File: src/rtl/bcd_field_bank.sv
// Bank of two-digit BCD fields written from the decenas/unidades entry path.
// Each field range-checks its own writes and drives a registered, optionally inverted, display value.

module bcd_field_slot #(
  parameter logic [7:0] MAX  = 8'h99,
  parameter bit         MIN1 = 1'b0,
  parameter bit         INV  = 1'b0
) (
  input  logic       clk,
  input  logic       reset,
  input  logic       clear_i,
  input  logic       sel,
  input  logic [3:0] dec_i,
  input  logic [3:0] uni_i,
  output logic       ok,
  output logic [7:0] disp
);
  localparam logic [7:0] RST = MIN1 ? 8'h01 : 8'h00;

  function automatic logic [6:0] to_bin(input logic [7:0] b);
    return 7'(b[7:4]) * 7'd10 + 7'(b[3:0]);
  endfunction

  function automatic logic [7:0] to_bcd(input logic [6:0] v);
    return {4'(v / 7'd10), 4'(v % 7'd10)};
  endfunction

  // Inversion cannot underflow: only values <= MAX are ever stored.
  function automatic logic [7:0] out_fn(input logic [7:0] s);
    return INV ? to_bcd(to_bin(MAX) - to_bin(s)) : s;
  endfunction

  logic [7:0] store;
  logic       legal;

  always_comb begin
    legal = (dec_i <= 4'd9) && (uni_i <= 4'd9)
         && (to_bin({dec_i, uni_i}) <= to_bin(MAX))
         && !(MIN1 && dec_i == 4'd0 && uni_i == 4'd0);
    ok    = sel && legal;
  end

  always_ff @(posedge clk or posedge reset) begin
    if (reset) begin
      store <= RST;
      disp  <= out_fn(RST);
    end else begin
      if (clear_i)  store <= RST;
      else if (ok)  store <= {dec_i, uni_i};
      disp <= out_fn(store);
    end
  end
endmodule

module bcd_field_bank #(
  parameter int                          NUM_FIELDS = 9,
  parameter int                          ADDR_W     = 4,
  parameter logic [8*NUM_FIELDS-1:0]     FIELD_MAX  = 72'h59_59_23_59_59_23_99_12_31,
  parameter logic [NUM_FIELDS-1:0]       MIN1_MASK  = 9'b000000011,
  parameter logic [NUM_FIELDS-1:0]       INV_MASK   = 9'b111000000
) (
  input  logic                    clk,
  input  logic                    reset,
  input  logic                    clear_i,
  input  logic                    wr_en,
  input  logic [ADDR_W-1:0]       addr,
  input  logic [3:0]              dec_i,
  input  logic [3:0]              uni_i,
  output logic                    wr_ack,
  output logic                    wr_err,
  output logic [8*NUM_FIELDS-1:0] fields_o
);
  logic [NUM_FIELDS-1:0]      ok;
  logic [NUM_FIELDS-1:0][7:0] disp;
  logic                       wr_live;

  // A write coinciding with clear is dropped silently.
  assign wr_live = wr_en && !clear_i;

  for (genvar i = 0; i < NUM_FIELDS; i++) begin : g_field
    bcd_field_slot #(
      .MAX  (FIELD_MAX[8*i +: 8]),
      .MIN1 (MIN1_MASK[i]),
      .INV  (INV_MASK[i])
    ) u_slot (
      .clk     (clk),
      .reset   (reset),
      .clear_i (clear_i),
      .sel     (wr_live && (addr == ADDR_W'(i))),
      .dec_i   (dec_i),
      .uni_i   (uni_i),
      .ok      (ok[i]),
      .disp    (disp[i])
    );
  end

  assign fields_o = disp;

  // Out-of-range addresses select no slot, so they fall through to wr_err.
  always_ff @(posedge clk or posedge reset) begin
    if (reset) begin
      wr_ack <= 1'b0;
      wr_err <= 1'b0;
    end else begin
      wr_ack <= wr_live && (|ok);
      wr_err <= wr_live && !(|ok);
    end
  end
endmodule

File: config.mk
export PLATFORM = sky130hd
export DESIGN_NAME = bcd_field_bank
export DESIGN_NICKNAME = d
export VERILOG_FILES = /design/src/rtl/bcd_field_bank.sv
export SDC_FILE = /design/constraint.sdc
export NUM_CORES = 1
export LEC_CHECK = 0
export BUFFER_PORTS_ARGS = -buffer_cell sky130_fd_sc_hd__buf_2
export CORE_AREA = 2 2 145 147
export DETAILED_ROUTE_END_ITERATION = 8
export DIE_AREA = 0 0 147 149
export PLACE_DENSITY = 0.73
export REMOVE_ABC_BUFFERS = 1
export SYNTH_ARGS = -nofsm -noshare
export SYNTH_HDL_FRONTEND = slang
export SYNTH_HIERARCHICAL = 1
export SYNTH_SLANG_ARGS = --single-unit
File: constraint.sdc
create_clock -name clk -period 12.2 [get_ports clk]
set_input_delay 3.05 -clock clk [delete_from_list [all_inputs] [get_ports clk]]
set_output_delay 3.05 -clock clk [all_outputs]
set_load 0.01 [all_outputs]
==> flow_summary.yaml <==
clock_tree:
  root_buffer: "clkbuf_16"
  clock_latency_ns: 0.42
  clkTransAtPathRegs_ns: 0.07
  ctsLongestPathBuffers: 2
  hold_buffers: 0
  postCtsSetupBuffers: 0
  cts_tree: "built"
  cts.sink_count: 146
  cts_buffers: 17
  htree_levels: 4
  cts_resized: 0
logic_synthesis:
  post_synth.cell_area_avg_um2: 9.87
  syn_area_um2: 11000
  ys_ff_latch: 146
  ys_warn_count: 6
  synth_top_area_share_pct: 29.8
  synth_edf_count: 0
  ys_seq_area_share_pct: 33.4
  synthCells: 1115
  yosys.area.top_type: "dfrtp_1"
  synthTopCellsByArea: "dfrtp_1 30%, ha_1 11%, mux2i_1 4.9%"
  synth-main-ff-cell: "dfrtp_1"
  synth_cell_types: 112
  synth_async_sr_flop_share_pct: 100
power:
  seqPwrFrac_pct: 40.8
  p_clk_share_pct: 45.2
  p_comb_share_pct: 14.0
  switching_power_mw: 0.354
  power_mw: 1.20
  p_int_mw: 0.847
  p_leak_nw: 5.47
  power.density_nw_per_um2: 98.4
  irDropWorstVdd_uv: 94.4
  swShare_pct: 29.5
setup_path:
  timing.rr.end: "g_field[6].u_slot/disp[2]"
  timing.rr.start: "g_field[6].u_slot/store[4]"
  r2r_cells: 18
  crit_path_end_kind: "register"
  start_kind: "input port"
  required_ns: 12.48
  reg2reg_setup_slack_ns: 7.13
  crit_arrival_ns: 6.33
  path_class: "input port to register"
  cp_max_fo: 36
sta:
  max_freq_mhz: 165
  finalHoldViolCount: 0
  worst_slack_ns: 6.15
  slew_headroom_pct: 33.2
  rsz0062_at_grt: "no"
  fin_tns_setup_ns: 0
  setup_viol: 0
  worst_pin_slew_ns: 1.00
  maxSlewViolCount: 0
  period_share_pct: 49.6
  skew_ns: 0.00693
  hold_ws_ns: 0.374
  min_period_ns: 6.05
die:
  dieArea_um2: 21900
  die_y_um: 149
  core_area_um2: 20600
  rows: 53
  io_pins: 90
  die_x_um: 147
  initial_core_util_pct: 53.5
job:
  max_cap_violations: 0
global_route:
  grt_pass1_vias: 8583
  grt_max_degree: 90
  grt_pass1_wl_mm: 41.1
  overflow: 0
  track_usage_pct: 22.7
  antenna_found_initial: 0
detailed_routing:
  wl_per_cell_um: 16.2
  via_per_inst: 5.85
  dr.pass1.iters: 5
  drc: 0
  wirelength_mm: 23.9
  drt_iter0_drc: 524
  antenna_left: 0
  vias: 8662
placed_design:
  dp_hpwl_mm: 16.1
  place_inst: 1448
  place_area_um2: 11600
  post-place-ws_ns: 5.72
  routabilityCongestion: 0.873
  numPortBuffers: 89
hold_path:
  hp-start: "g_field[1].u_slot/store[0]"
  min_to: "g_field[1].u_slot/disp[0]"
  hold_class: "register to register"
  hold_depth: 0
cells_and_area:
  final_core_util_pct: 59.4
  design_area_um2: 12200
  final_common_cell: "dfrtp_1"
  nNetsFinal: 1328
  n_antenna_cell: 0
  syn_to_final_growth_pct: 11.0
  final_cell_mix: "131 x dfrtp_1, 96 x ha_1, 89 x buf_2"
  fillCellCount: 1819
  drive_gt1_share_pct: 17.1
  final_cells: 1480
outcome:
  status: "completed"
-- flip-flops by register name, summed over array words and instances (netlist names) --
signal                flops
wr_ack                    1
g_field.u_slot/store     72
g_field.u_slot/disp      72
wr_err                    1
-- layer usage --
metal / up-vias / global-route usage, % / share of wire, %
met5: - / 0 / 0
met4: 0 / 7.16 / 1.7
met3: 32 / 2.72 / 3.7
met2: 213 / 40.1 / 51
met1: 4269 / 29.5 / 44
li1: 4148 / - / -
-- synth_stat cells, types with 4 or more instances --
cell type / instances
inv_1: 87
xor2_1: 22
o31ai_1: 5
nor2b_1: 21
nand3_1: 20
a21o_1: 13
o2111ai_1: 4
and3_1: 6
nand2_1: 51
o21ai_0: 44
a211oi_1: 8
dfrtp_1: 131
o21ai_1: 7
ha_1: 96
buf_6: 5
a21oi_1: 55
o211ai_1: 20
and2_1: 8
clkinv_1: 4
a31oi_1: 5
buf_2: 8
xnor2_1: 25
clkbuf_1: 14
nor3b_1: 4
nor4_1: 11
o211a_1: 5
a211oi_2: 4
or2b_1: 8
fa_1: 24
nand2b_1: 72
nor3_1: 13
mux2i_1: 54
a32oi_1: 19
nor2_1: 76
nand4_1: 33
dfstp_2: 15
or4_1: 4
-- power groups by stage --
stage	Sequential (mW)	Clock (mW)	Combinational, mW
after detailed placement	0.500	0	0.167
after global placement	0.500	0	0.161
after CTS	0.491	0.554	0.168
after global routing	0.491	0.578	0.190
final	0.491	0.543	0.168
after floorplan	0.502	0	0.113
-- final cells by class --
cell class | count | area, um2 | share of cell area [%]
Clock inverter | 15 | 191 | 1.57
Clock buffer | 17 | 425 | 3.48
Tap cell | 275 | 344 | 2.82
Inverter | 92 | 345 | 2.83
Timing Repair Buffer | 93 | 475 | 3.89
Multi-Input combinational cell | 842 | 6760 | 55.3
Sequential cell | 146 | 3670 | 30.1
-- kinds of logic (layout without fill, tap and decap cells) --
group / count (synthesis) / after routing / share of synthesized area [%]
xor gates and xnor gates: 54 / 54 / 5.08
DFF: 146 / 146 / 33.4
buffers and inverters: 127 / 217 / 5.22
muxes: 55 / 55 / 5.12
AOI/OAI and AO/OA: 243 / 243 / 16.8
adders and majority gates: 123 / 123 / 15.6
and+or+nand+nor: 367 / 367 / 18.9
-- worst max-delay path by stage --
stage	from	to	slack (ns)
6_report	dec_i[2]	g_field[8].u_slot/store[2]	6.15
5_1_grt	dec_i[2]	wr_err	5.92
4_1_cts	dec_i[2]	g_field[8].u_slot/store[2]	6.18
3_5_place_dp	dec_i[2]	g_field[8].u_slot/store[2]	5.72
3_3_place_gp	dec_i[2]	wr_err	5.79
2_1_floorplan	dec_i[1]	wr_err	6.48
-- worst max-delay path: stages --
cell and delay, ns:
buf_2 0.59, ha_1 0.37, ha_1 0.30, xor2_1 0.17, and2_1 0.16, maj3_1 0.34
a21oi_1 0.15, a41oi_1 0.06, nor2_1 0.77, mux2i_1 0.29, nor2_1 0.06
No activity file was read; power rests on OpenSTA's default activity.
